$ cat config.mk
export PLATFORM = sky130hd
export DESIGN_NAME = cache_mem_responder
export DESIGN_NICKNAME = d
export VERILOG_FILES = /design/src/rtl/cache_mem_responder.sv
export SDC_FILE = /design/constraint.sdc
export NUM_CORES = 1
export LEC_CHECK = 0
export ABC_AREA = 0
export BUFFER_PORTS_ARGS = -buffer_cell sky130_fd_sc_hd__buf_2
export CORE_AREA = 2 2 252 254
export CTS_CLUSTER_SIZE = 12
export DETAILED_ROUTE_END_ITERATION = 10
export DIE_AREA = 0 0 254 256
export GPL_TIMING_DRIVEN = 0
export PLACE_DENSITY = 0.43
export SYNTH_ARGS = -nofsm -noshare
export SYNTH_HDL_FRONTEND = slang
export SYNTH_SLANG_ARGS = --single-unit
$ cat constraint.sdc
create_clock -name clk -period 11.8 [get_ports clk]
set_input_delay 0.59 -clock clk [delete_from_list [all_inputs] [get_ports clk]]
set_output_delay 0.59 -clock clk [all_outputs]
set_load 0.02 [all_outputs]
$ cat src/rtl/cache_mem_responder.sv
// cache_mem_responder
//   RAM-side responder for the cache manager's miss / write-back port.
//   Each request moves one word between the cache and a backing word memory:
//   loads land in one lane of the assembled block_from_ram, write-backs send
//   one lane of dc_data_wb to memory. Every completed word is acknowledged
//   with a one-cycle ram_ready pulse, unless the cache dropped its request
//   while the memory access was in flight.
//
// Ports
//   clk, rst        clock (rising edge), asynchronous active-high reset
//   ram_en_in       cache requests a word transfer
//   ram_write_in    1 = write-back word, 0 = load word
//   ram_addr_in     word address, low OFFSET_WIDTH bits select the lane
//   dc_data_wb      write-back block from the D-cache
//   ram_ready       one-cycle completion pulse to the cache
//   block_from_ram  assembled load block (registered)
//   mem_req/mem_we/mem_addr/mem_wdata  backing-memory request (held until ack)
//   mem_rdata/mem_ack                  backing-memory response (single cycle)
//   busy            debug: responder not idle
module cache_mem_responder #(
  parameter int OFFSET_WIDTH = 3,
  parameter int ADDR_WIDTH   = 30,
  parameter int DATA_WIDTH   = 32,
  parameter int BLOCK_SIZE   = 1 << OFFSET_WIDTH,
  parameter int BLOCK_WIDTH  = DATA_WIDTH * BLOCK_SIZE
) (
  input  logic                   clk,
  input  logic                   rst,
  input  logic                   ram_en_in,
  input  logic                   ram_write_in,
  input  logic [ADDR_WIDTH-1:0]  ram_addr_in,
  input  logic [BLOCK_WIDTH-1:0] dc_data_wb,
  output logic                   ram_ready,
  output logic [BLOCK_WIDTH-1:0] block_from_ram,
  output logic                   mem_req,
  output logic                   mem_we,
  output logic [ADDR_WIDTH-1:0]  mem_addr,
  output logic [DATA_WIDTH-1:0]  mem_wdata,
  input  logic [DATA_WIDTH-1:0]  mem_rdata,
  input  logic                   mem_ack,
  output logic                   busy
);

  typedef enum logic [1:0] {
    S_IDLE = 2'd0,
    S_MEM  = 2'd1,
    S_RESP = 2'd2
  } state_t;

  state_t                 r_state;
  state_t                 w_state_nxt;
  logic                   r_stale;
  logic                   r_mem_req;
  logic                   r_mem_we;
  logic [ADDR_WIDTH-1:0]  r_mem_addr;
  logic [DATA_WIDTH-1:0]  r_mem_wdata;
  logic [BLOCK_WIDTH-1:0] r_block;

  // State register.
  always_ff @(posedge clk or posedge rst) begin
    if (rst) begin
      r_state <= S_IDLE;
    end else begin
      r_state <= w_state_nxt;
    end
  end

  // Next-state logic: one or more MEM cycles until ack, then a single RESP cycle.
  always_comb begin
    w_state_nxt = r_state;
    case (r_state)
      S_IDLE: begin
        if (ram_en_in) w_state_nxt = S_MEM;
        else           w_state_nxt = S_IDLE;
      end
      S_MEM: begin
        if (mem_ack) w_state_nxt = S_RESP;
        else         w_state_nxt = S_MEM;
      end
      S_RESP:  w_state_nxt = S_IDLE;
      default: w_state_nxt = S_IDLE;
    endcase
  end

  // Request latch, memory handshake, stale tracking and load-lane update.
  always_ff @(posedge clk or posedge rst) begin
    if (rst) begin
      r_stale     <= 1'b0;
      r_mem_req   <= 1'b0;
      r_mem_we    <= 1'b0;
      r_mem_addr  <= '0;
      r_mem_wdata <= '0;
      r_block     <= '0;
    end else begin
      case (r_state)
        S_IDLE: begin
          if (ram_en_in) begin
            // The latched copy is authoritative: the cache may move its
            // address while the memory access is pending.
            r_mem_addr  <= ram_addr_in;
            r_mem_we    <= ram_write_in;
            r_mem_wdata <= dc_data_wb[ram_addr_in[OFFSET_WIDTH-1:0]*DATA_WIDTH +: DATA_WIDTH];
            r_mem_req   <= 1'b1;
            r_stale     <= 1'b0;
          end
        end
        S_MEM: begin
          // A request withdrawn at any point of the access must not be acked.
          if (!ram_en_in) r_stale <= 1'b1;
          if (mem_ack) begin
            r_mem_req <= 1'b0;
            if (!r_mem_we) begin
              r_block[r_mem_addr[OFFSET_WIDTH-1:0]*DATA_WIDTH +: DATA_WIDTH] <= mem_rdata;
            end
          end
        end
        S_RESP: begin
          r_mem_req <= 1'b0;
        end
        default: begin
          r_mem_req <= 1'b0;
        end
      endcase
    end
  end

  // The pulse is qualified by the live request so a dropped request never
  // advances the cache's block counter.
  assign ram_ready      = (r_state == S_RESP) && !r_stale && ram_en_in;
  assign block_from_ram = r_block;
  assign mem_req        = r_mem_req;
  assign mem_we         = r_mem_we;
  assign mem_addr       = r_mem_addr;
  assign mem_wdata      = r_mem_wdata;
  assign busy           = (r_state != S_IDLE);

endmodule

After elaboration in Yosys (flattened, before gate mapping)
Cells that the tools add are included.

word-level totals
  register bits after elaboration = 323
  output and inout bits = 322

operators by class
  add/sub/neg operators = 1
  eq/ne operators = 5
  shift operators = 3
  muxes and demuxes = 10
  bitwise gates (word level) = 1
  reduce and logical (&&, ||, !) cells = 10

operator list
  kind                         count
  $bwmux W256                  1
  $shift A32 B34 Y256 const A  1
  $shiftx A256 B9 Y32          1
  $shiftx A32 B34 Y256         1
  $neg A8 Y34                  1
  $ne A2 B2 Y1 const B         3
  $reduce_and A3 Y1            2
  $mux W1                      5
  $pmux W1 S2                  2
  $pmux W2 S2                  1
  $reduce_and A2 Y1            2
  $reduce_bool A2 Y1           2
  $eq A2 B1 Y1 const B         1
  $eq A2 B2 Y1 const B         1
  $logic_and A1 B1 Y1          2
  $logic_not A2 Y1             1
  $mux W2                      1
  $logic_not A1 Y1             1
  $not A1 Y1                   1

Longest topological paths before layout
  depth after elaboration = 3
  gate-level depth with buffers = 8

Least setup slack after synthesis
No wires, ideal clock.

  path kind = reg-to-reg
  start point = register r_mem_addr[0] (netlist: mem_addr[0])
  end point = register r_block[174] (netlist: block_from_ram[174])
  data arrival time = 2366 ps
  data required time = 11672 ps
  path slack = 9306 ps
  cell stages (with the launch flop) = 9
  clock period less this slack = 2494 ps
  cell sequence = dfrtp_1 -> inv_1 -> ha_1 -> ha_1 -> clkbuf_1 -> or4_1 -> clkbuf_1 -> buf_4 -> mux2_1

on the way
  cells in the longest elaborated chain, start to end = 3
  elaborated cells between the ends (all ways) = 4
  those cells by class = 1 x add/sub; 2 x shift; 1 x mux

ends and longest elaborated chain
  item                                                                line  source
  start, declared                                                     55    logic [ADDR_WIDTH-1:0] r_mem_addr;
  start signal, assigned                                              100   r_mem_addr <= ram_addr_in;
  $neg A8 Y34 *                                                       113   r_block[r_mem_addr[OFFSET_WIDTH-1:0]*DATA_WIDTH +: DATA_WIDTH] <= mem_rdata;
  $shiftx A32 B34 Y256 / $shift A32 B34 Y256 (equally long branches)  113
  $bwmux W256 *                                                       113
  end signal, assigned by index                                       113
  end, declared                                                       57    logic [BLOCK_WIDTH-1:0] r_block;

Mark *: on every way between the ends. The rest lies on a longest branch, timed or not.
A chain may end at the register's enable or synchronous reset.

Worst setup path in the final report
  start point = register r_mem_addr[0] (netlist: mem_addr[0])
  end point = register r_block[90] (netlist: block_from_ram[90])

The elaborated chain is that of the path after synthesis.

==> flow_summary.yaml <==
sta:
  worst_slack_ns: 8.63
  slew_headroom: 0.397
  rsz0062_at_grt: "no"
  worst_slew_pin_slew_ns: 0.902
  hold_ws_ns: 0.141
  finalHoldViolCount: 0
  setup_violations: 0
  period_needed_ns: 3.17
  tns_ns: 0
  fin_worst_skew_ns: 0.0207
  fin_crit_sh: 0.269
  clock.fmax_mhz: 316
  drv_slew: 0
power_and_ir_drop:
  sw_frac_of_total: 0.381
  pwr-share-clk: 0.266
  ir_drop_uv: 110
  power_density_nw_per_um2: 228
  intPower_mw: 2.84
  pwr-share-seq: 0.362
  netSwitchingPower_mw: 1.75
  pwr-share-comb: 0.372
  finalPower_mw: 4.58
  p_leak_nw: 10.8
floorplanning:
  ios: 645
  dieWidth_um: 254
  die_h_um: 256
  std_cell_rows: 92
  start_util: 0.232
  dieArea_um2: 65000
  design.core.area_um2: 62400
drt:
  final_antenna_net_count: 0
  drt_wl_total_um: 59200
  via_per_inst: 4.34
  drc: 0
  vias: 11300
  drt_iter0_markers: 437
  wl_per_cell_um: 22.8
  drt_pass1_iterations: 4
status:
  status: "finished, final reports clean"
yosys:
  ys_seq_elements: 323
  synth_top_area_share: 0.558
  yosysTopAreaCell: "dfrtp_1"
  yosysUniqueCellTypes: 32
  syn_nets: 1358
  syn_area_per_cell_um2: 14.0
  synthCells: 1032
  yosys_warnings: 0
  synth-seq-area-share: 0.558
  ys.flop_type: "dfrtp_1"
  synth.area.top_cells: "dfrtp_1, mux2_2, mux2i_1"
  synth_commonest_cells: "mux2_2, dfrtp_1, mux2i_1"
  synth-edff-count: 0
  yosysMostFrequentCell: "mux2_2"
  async_flop_share: 1.00
  mappedNetlistArea_um2: 14500
finish:
  design_area_um2: 20100
  finalNetCount: 2045
  instances_no_fill: 2595
  drive_gt1_frac: 0.612
  fin_util: 0.322
  area_delta_synth_final_pct: 39.0
critical_path:
  path_max_fanout: 10
  r2r-start: "mem_addr[0]"
  timing.rr.end: "block_from_ram[90]"
  cp-start-kind: "register"
  crit_type: "register to register"
  end_kind: "register"
  cp.arrival_ns: 3.59
  required_ns: 12.22
  r2r_setup_slack_ns: 8.63
  r2r_cells: 7
cts:
  cts.clk_slew.worst_paths_ns: 0.06
  cts_tree: "built"
  numCtsBuffers: 39
  clock_latency_ns: 0.55
  clock-root-buffer: "clkbuf_16"
  htree_num_levels: 2
  clock_path_buffers: 3
  clock_sinks: 323
  cts_setup_buffers: 0
  cts_resized: 0
  cts_hold_buf: 0
worst_hold_path:
  hp-class: "input port to async pin"
placement:
  routabilityCongestion: 0.847
  placed_cell_area_um2: 18800
  pre_cts_slack_ns: 8.49
  dpl.hpwl_um: 47600
  dp.cells: 2524
  io_buffer_count: 643
global_routing:
  grt_max_degree: 124
  grt_pass1_vias: 11900
  grt_overflow: 0
  grt.total_usage: 0.176
  antenna_found_initial: 7
  grt_pass1_wl_um: 83900
flow_run:
  drv_cap: 0
state kept, by name (all words and copies together), names as in the netlist:
register / cells
r_stale: 1
mem_addr: 30
mem_wdata: 32
mem_req: 1
r_state: 2
block_from_ram: 256
mem_we: 1
power by group through the flow:
| stage | registers, mW | logic, mW | clock network, mW |
|---|---|---|---|
| final | 1.66 | 1.70 | 1.22 |
| after floorplan | 2.12 | 0.538 | 0 |
| after global routing | 1.71 | 1.82 | 1.31 |
| after detailed placement | 1.68 | 1.74 | 0 |
| after CTS | 1.66 | 1.74 | 1.27 |
| after global placement | 1.67 | 1.73 | 0 |
routing by layer:
metal | track usage | up-vias | wire (um)
met3 | 0.0432 | 81 | 3860
met5 | 0 | - | 7
li1 | - | 5142 | -
met4 | 0.0523 | 2 | 1650
met2 | 0.330 | 414 | 31400
met1 | 0.194 | 5613 | 22300
critical path, cell delays in order (launching register included):
cell,delay (ns)
dfrtp_1,0.52
inv_1,0.19
ha_1,0.27
ha_1,0.18
clkbuf_1,0.23
nor4_2,0.84
buf_2,0.42
mux2_2,0.37
logic make-up (layout without fill, tap and decap cells):
logic type,Yosys count,in the layout,share of synthesized area
DFF,323,323,0.558
adders and majority gates,3,3,0.00259
and+or+nand+nor,117,117,0.0474
other,0,4,0
AOI/OAI and AO/OA,101,101,0.0517
buffers and inverters,73,786,0.0226
muxes,415,415,0.317
cell type report:
| class | instances | area (um^2) |
|---|---|---|
| diodes | 4 | 10.0 |
| plain buffers | 68 | 308 |
| clock buffers | 51 | 1070 |
| clock inverters | 16 | 209 |
| fillers | 6496 | 42300 |
| inverters | 5 | 26.3 |
| multi-input cells | 636 | 6070 |
| flip-flops and latches | 323 | 8080 |
| well taps | 846 | 1060 |
| repair buffers | 646 | 3280 |
cells in the final DEF, fill, tap and decap left out, types with 2 or more instances in the layout:
cell,instances
buf_2,664
mux2_2,327
dfrtp_1,323
mux2i_1,64
and2_1,51
clkbuf_1,42
clkbuf_16,39
nand2_1,37
o22ai_1,32
a22o_1,32
o31ai_1,32
mux2_1,24
clkinv_2,8
buf_1,7
nand2b_1,6
nor2_1,5
nor4_2,5
clkbuf_8,5
diode_2,4
inv_1,4
buf_4,4
bufinv_16,4
nor2b_1,3
ha_1,3
or4_1,2
buf_6,2
a21oi_1,2
o21ai_0,2
clkinv_8,2
buf_16,2
worst max-delay path by stage:
| stage | from | to | depth (start not counted) | slack [ns] |
|---|---|---|---|---|
| 2_1_floorplan | rst | block_from_ram[0] | 1 | 2.27 |
| 3_3_place_gp | rst | block_from_ram[219] | 2 | -1.80 |
| 3_5_place_dp | mem_addr[0] | block_from_ram[61] | 7 | 8.49 |
| 4_1_cts | mem_addr[0] | block_from_ram[125] | 7 | 8.46 |
| 5_1_grt | mem_addr[0] | block_from_ram[125] | 7 | 8.31 |
| 6_report | mem_addr[0] | block_from_ram[90] | 7 | 8.63 |
(Power assumes the default switching activity.)
